File: src/rtl/rc_share_arb_pkg.sv
// rc_share_arb_pkg: shared constants, coordinate slices, port encoding, FSM state and pointer helper
package rc_share_arb_pkg;
  localparam int RC_NUM_PORT = 5;
  localparam int RC_DST_WIDTH = 6;
  localparam int RC_DIR_WIDTH = 2;
  localparam int IDX_W = 3;
  localparam int COORD_W = 3;
  localparam int X_LSB = 0;
  localparam int Y_LSB = 3;
  typedef enum logic [IDX_W-1:0] {P_N = 3'd0, P_E = 3'd1, P_S = 3'd2, P_W = 3'd3, P_L = 3'd4} port_e;
  typedef enum logic {EMPTY = 1'b0, FULL = 1'b1} state_e;
  function automatic logic [IDX_W-1:0] wrap_inc(input logic [IDX_W-1:0] i, input int n);
    return (int'(i) == n - 1) ? '0 : i + 1'b1;
  endfunction
endpackage

File: src/rtl/rc_share_arb_if.sv
// rc_share_arb_if: request/route-compute/response bundle; master = requesters+rc unit+consumer, slave = arbiter
interface rc_share_arb_if
  import rc_share_arb_pkg::*;
#(
  parameter int NUM_PORT = RC_NUM_PORT,
  parameter int DST_WIDTH = RC_DST_WIDTH,
  parameter int DIR_WIDTH = RC_DIR_WIDTH
);
  logic [NUM_PORT-1:0] req_valid;
  logic [NUM_PORT*DST_WIDTH-1:0] req_dst;
  logic [NUM_PORT*DIR_WIDTH-1:0] req_outdir;
  logic [NUM_PORT-1:0] req_ready;
  logic [DST_WIDTH-1:0] rc_dst;
  logic [DIR_WIDTH-1:0] rc_outdir;
  logic [NUM_PORT-1:0] rc_ppv;
  logic resp_valid;
  logic [IDX_W-1:0] resp_port;
  logic [NUM_PORT-1:0] resp_ppv;
  logic resp_err;
  logic resp_ready;
  modport master (
    output req_valid, req_dst, req_outdir, rc_ppv, resp_ready,
    input req_ready, rc_dst, rc_outdir, resp_valid, resp_port, resp_ppv, resp_err
  );
  modport slave (
    input req_valid, req_dst, req_outdir, rc_ppv, resp_ready,
    output req_ready, rc_dst, rc_outdir, resp_valid, resp_port, resp_ppv, resp_err
  );
endinterface

File: src/rtl/rc_share_arb_rr_pick.sv
// rr_pick: round-robin selector; ports req/ptr in, one-hot gnt, gnt index idx and any-request flag out
module rr_pick
  import rc_share_arb_pkg::*;
#(
  parameter int N = RC_NUM_PORT
) (
  input  logic [N-1:0]     req,
  input  logic [IDX_W-1:0] ptr,
  output logic [N-1:0]     gnt,
  output logic [IDX_W-1:0] idx,
  output logic             any
);
  always_comb begin
    int j;
    gnt = '0;
    idx = '0;
    any = 1'b0;
    j = 0;
    for (int k = 0; k < N; k++) begin
      j = (int'(ptr) + k) % N;
      if (!any && req[j]) begin
        gnt[j] = 1'b1;
        idx = IDX_W'(j);
        any = 1'b1;
      end
    end
  end
endmodule

File: src/rtl/rc_share_arb.sv
// rc_share_arb: round-robin share of one route-compute unit; ports clk, reset, bus (slave), stall_cnt; optional RC_ARB_STALL_CNT_EN
module rc_share_arb
  import rc_share_arb_pkg::*;
#(
  parameter int NUM_PORT = RC_NUM_PORT,
  parameter int DST_WIDTH = RC_DST_WIDTH,
  parameter int DIR_WIDTH = RC_DIR_WIDTH
) (
  input  logic           clk,
  input  logic           reset,
  rc_share_arb_if.slave  bus,
  output logic [15:0]    stall_cnt
);
  state_e state, state_d;
  logic [IDX_W-1:0] rr_ptr, idx, sel;
  logic [NUM_PORT-1:0] gnt, req_m;
  logic any, can_grant;
  assign can_grant = !reset && (state == EMPTY || bus.resp_ready);
  assign req_m = bus.req_valid & {NUM_PORT{can_grant}};
  rr_pick #(.N(NUM_PORT)) u_pick (.req(req_m), .ptr(rr_ptr), .gnt(gnt), .idx(idx), .any(any));
  assign bus.req_ready = gnt;
  assign bus.resp_valid = (state == FULL);
  assign sel = any ? idx : rr_ptr;
  always_comb begin
    bus.rc_dst = '0;
    bus.rc_outdir = '0;
    for (int i = 0; i < NUM_PORT; i++) begin
      if (int'(sel) == i) begin
        bus.rc_dst = bus.req_dst[i*DST_WIDTH +: DST_WIDTH];
        bus.rc_outdir = bus.req_outdir[i*DIR_WIDTH +: DIR_WIDTH];
      end
    end
  end
  always_comb state_d = any ? FULL : (state == FULL && bus.resp_ready) ? EMPTY : state;
  always_ff @(posedge clk) begin
    if (reset) begin
      state <= EMPTY;
      rr_ptr <= '0;
      bus.resp_port <= '0;
      bus.resp_ppv <= '0;
      bus.resp_err <= 1'b0;
    end else begin
      state <= state_d;
      if (any) begin
        bus.resp_port <= idx;
        bus.resp_ppv <= bus.rc_ppv;
        bus.resp_err <= ~|bus.rc_ppv;
        rr_ptr <= wrap_inc(idx, NUM_PORT);
      end
    end
  end
`ifdef RC_ARB_STALL_CNT_EN
  always_ff @(posedge clk) begin
    if (reset) stall_cnt <= '0;
    else if (bus.resp_valid && !bus.resp_ready && stall_cnt != 16'hFFFF) stall_cnt <= stall_cnt + 16'd1;
  end
`else
  assign stall_cnt = 16'd0;
`endif
endmodule

File: src/flat_wrapper.sv
// flat-port wrapper written by rule: the top's interface ports become plain ports
module rc_share_arb_flat import rc_share_arb_pkg::*;
#(
  parameter int NUM_PORT = RC_NUM_PORT,
  parameter int DST_WIDTH = RC_DST_WIDTH,
  parameter int DIR_WIDTH = RC_DIR_WIDTH
)
  (clk, reset, stall_cnt, bus_req_valid, bus_req_dst, bus_req_outdir, bus_rc_ppv, bus_resp_ready, bus_req_ready, bus_rc_dst, bus_rc_outdir, bus_resp_valid, bus_resp_port, bus_resp_ppv, bus_resp_err);
  rc_share_arb_if #(.NUM_PORT(NUM_PORT), .DST_WIDTH(DST_WIDTH), .DIR_WIDTH(DIR_WIDTH)) bus_i ();
  input  logic clk;
  input  logic reset;
  output logic [15:0] stall_cnt;
  input wire logic [$bits(bus_i.req_valid)-1:0] bus_req_valid;
  input wire logic [$bits(bus_i.req_dst)-1:0] bus_req_dst;
  input wire logic [$bits(bus_i.req_outdir)-1:0] bus_req_outdir;
  input wire logic [$bits(bus_i.rc_ppv)-1:0] bus_rc_ppv;
  input wire logic [$bits(bus_i.resp_ready)-1:0] bus_resp_ready;
  output wire logic [$bits(bus_i.req_ready)-1:0] bus_req_ready;
  output wire logic [$bits(bus_i.rc_dst)-1:0] bus_rc_dst;
  output wire logic [$bits(bus_i.rc_outdir)-1:0] bus_rc_outdir;
  output wire logic [$bits(bus_i.resp_valid)-1:0] bus_resp_valid;
  output wire logic [$bits(bus_i.resp_port)-1:0] bus_resp_port;
  output wire logic [$bits(bus_i.resp_ppv)-1:0] bus_resp_ppv;
  output wire logic [$bits(bus_i.resp_err)-1:0] bus_resp_err;
  assign bus_i.req_valid = bus_req_valid;
  assign bus_i.req_dst = bus_req_dst;
  assign bus_i.req_outdir = bus_req_outdir;
  assign bus_i.rc_ppv = bus_rc_ppv;
  assign bus_i.resp_ready = bus_resp_ready;
  assign bus_req_ready = bus_i.req_ready;
  assign bus_rc_dst = bus_i.rc_dst;
  assign bus_rc_outdir = bus_i.rc_outdir;
  assign bus_resp_valid = bus_i.resp_valid;
  assign bus_resp_port = bus_i.resp_port;
  assign bus_resp_ppv = bus_i.resp_ppv;
  assign bus_resp_err = bus_i.resp_err;
  rc_share_arb #(.NUM_PORT(NUM_PORT), .DST_WIDTH(DST_WIDTH), .DIR_WIDTH(DIR_WIDTH)) u_core (.clk(clk), .reset(reset), .bus(bus_i), .stall_cnt(stall_cnt));
endmodule
File: config.mk
export PLATFORM = sky130hd
export DESIGN_NAME = rc_share_arb_flat
export DESIGN_NICKNAME = d
export VERILOG_FILES = /design/src/rtl/rc_share_arb_pkg.sv /design/src/rtl/rc_share_arb_if.sv /design/src/rtl/rc_share_arb_rr_pick.sv /design/src/rtl/rc_share_arb.sv /design/src/flat_wrapper.sv
export SDC_FILE = /design/constraint.sdc
export NUM_CORES = 1
export LEC_CHECK = 0
export ABC_CLOCK_PERIOD_IN_PS = 19450
export CORE_ASPECT_RATIO = 1.2
export CORE_MARGIN = 4
export CORE_UTILIZATION = 36
export CTS_BUF_LIST = sky130_fd_sc_hd__clkbuf_4 sky130_fd_sc_hd__clkbuf_8
export DETAILED_ROUTE_END_ITERATION = 8
export PLACE_DENSITY_LB_ADDON = 0.3
export RECOVER_POWER = 100
export SETUP_SLACK_MARGIN = 0.15
export SYNTH_ARGS = -nofsm -noshare
export SYNTH_HDL_FRONTEND = slang
export SYNTH_HIERARCHICAL = 1
export SYNTH_SLANG_ARGS = --single-unit
export TNS_END_PERCENT = 5
File: constraint.sdc
create_clock -name clk -period 19.45 [get_ports clk]
set_input_delay 2.9175 -clock clk [delete_from_list [all_inputs] [get_ports clk]]
set_output_delay 2.9175 -clock clk [all_outputs]
set_load 0.01 [all_outputs]
==> reports/metrics.cfg <==
[global_routing]
grt_pass1_vias = 3531
grt_util_all_layers_pct = 17.7
grt_max_degree = 61
overflow = 0
grt_pass1_wl_mm = 16.8
antenna_found_initial = 0

[yosys]
ys.flop_type = dfxtp_1
synth.area.top_cells = ha_1, dfxtp_1, nand2_1
syn-cell-area_mm2 = 0.00342
yosysWarnings = 6
ys_ff_latch = 13
synthArstFlopShare_pct = 0
synth_cells = 485
syn_area_per_cell_um2 = 7.05
synth_edf_count = 0
yosysSeqAreaShare_pct = 7.61
synth_cell_types = 82
synth_top_cell_by_area = ha_1
synth.top_cell.area_share_pct = 10.2

[sta]
fin_crit_sh_pct = 62.2
rsz0062_at_grt = no
tightest_slew_ps = 1130
fmax_mhz = 82.7
hold_viol = 0
slew_viol_final = 0
slew_headroom_pct = 24.7
clock_skew_ps = 1.07
final.setup.tns_ps = 0
finalCriticalPeriod_ps = 12100
setup_viol = 0

[layout]
utilization_pct = 45.0
mostFrequentLayoutCell = nand2_1
n_fill_cell = 939
final_cell_mix = nand2_1, clkdlybuf4s50_1, a21oi_1
layout-drive-gt1-share_pct = 6.30
final_nets = 622
diodes = 0
area_growth_pct = 20.8

[die]
placementRows = 38
start_util_pct = 37.3
dieArea_mm2 = 0.0111
coreArea_mm2 = 0.00918
fp.dieH_um = 115
pin_count = 92
die-width_um = 97.0

[place]
gp_congestion = 0.966
port_buffers = 75
dp_hpwl_mm = 8.41

[worst_setup_path]
worstPathArrival_ps = 9180
start_kind = primary input
crit_fanout = 27
endpoint_kind = primary output
required_ps = 16530
worst-setup-path-type = primary input to primary output

[drt]
routedWlPerCell_um = 16.3
viasPerCell = 5.71
first_pass_iters = 5
drt_iter0_markers = 247
num_vias = 3768
ant_nets = 0
drc = 0
routed_wl_mm = 10.8

[clocking]
insertion_delay_ps = 230
cts_sinks = 13
holdBufCountCts = 0
cts_tree = yes
clkTransAtPathRegs_ps = 50
cts_htree_levels = 1
post-cts-setup-buffers = 0
cts_buffers = 3
cts_resized = 0
clockBufferDepth = 2
cts_root_buf = clkbuf_8

[status]
outcome = finished, final reports clean

[job]
timing.max_cap.violations = 0

[hold_path]
min_path_type = register to register

cells by family (layout without fill, tap and decap cells):
group / count (synthesis) / count (layout) / share of synthesized area (%)
buffers and inverters: 68 / 108 / 11.9
and+or+nand+nor: 192 / 192 / 29.2
other: 1 / 16 / 0.110
AOI/OAI and AO/OA: 152 / 152 / 31.8
xor gates and xnor gates: 8 / 8 / 2.05
DFF: 13 / 13 / 7.61
adders and majority gates: 28 / 28 / 10.2
muxes: 23 / 23 / 7.13
path summary, 6_finish.rpt:
path,to,cells past startpoint,slack [ps],startpoint
max,bus_rc_outdir[0],16,7350,reset
min,u_core/bus.resp_ppv[4]$_SDFFE_PP0P_,2,490,u_core/bus.resp_ppv[4]$_SDFFE_PP0P_
max reg2reg,u_core/rr_ptr[2]$_SDFFE_PP0P_,19,12460,u_core/rr_ptr[1]$_SDFFE_PP0P_
min reg2reg,u_core/bus.resp_ppv[4]$_SDFFE_PP0P_,2,490,u_core/bus.resp_ppv[4]$_SDFFE_PP0P_
metrics by stage:
stage | instance area (um2) | worst slack [ps] | hold slack [ps] | cells
floorplan | 3480 | 10090 | 487 | 500
global placement | 4090 | 8040 | 475 | 656
finish | 4130 | 7350 | 491 | 660
detailed placement | 4090 | 7900 | 480 | 656
global route | 4130 | 6950 | 521 | 660
CTS | 4140 | 7880 | 492 | 660
registers in the layout, indices dropped and copies added, names as in the netlist:
| name | cells |
|---|---|
| u_core/bus.resp_ppv | 5 |
| u_core/bus.resp_port | 3 |
| u_core/rr_ptr | 3 |
| u_core/bus.resp_err | 1 |
| u_core/bus.resp_valid | 1 |
metal layers:
metal  part of all wire [%]  vias up  GRT usage (%)  wire [um]
met5                      0        -              0          0
met2                     52      122           34.3       5650
li1                       -     1869              -          -
met4                    1.4        0           4.21        146
met3                    4.5       14           1.03        489
met1                     42     1763           21.3       4500
critical path, stage by stage:
cell,delay (ps)
dlygate4sd3_1,720
nor2_1,290
and2_0,430
or3b_2,480
a21oi_1,160
o22ai_1,100
a211oi_1,750
or2_2,260
nor3_1,80
nor2b_1,190
nand2_1,850
mux2i_1,900
nand2_1,110
a21oi_1,160
o32a_1,160
dlygate4sd3_1,600
synth_stat cells, types with 11 or more instances:
master,instances
nand3_1,11
dfxtp_1,13
nor2b_1,12
o21ai_0,18
nand2_1,60
mux2i_1,19
nor2_1,32
nand2b_1,13
inv_1,22
a21oi_1,39
nor3_1,16
buf_4,17
clkbuf_1,12
ha_1,28
cell type report:
cell class	instances	area, um2	area share, %
clock buffer	4	48.8	1.18
inverter	26	97.6	2.36
multi-input combinational	419	2800	67.8
sequential	13	262	6.33
tap	120	150	3.63
timing repair buffer	78	773	18.7
Power is not shown: default switching activity piles up to over one toggle a cycle in this logic, so the estimate is an artifact.
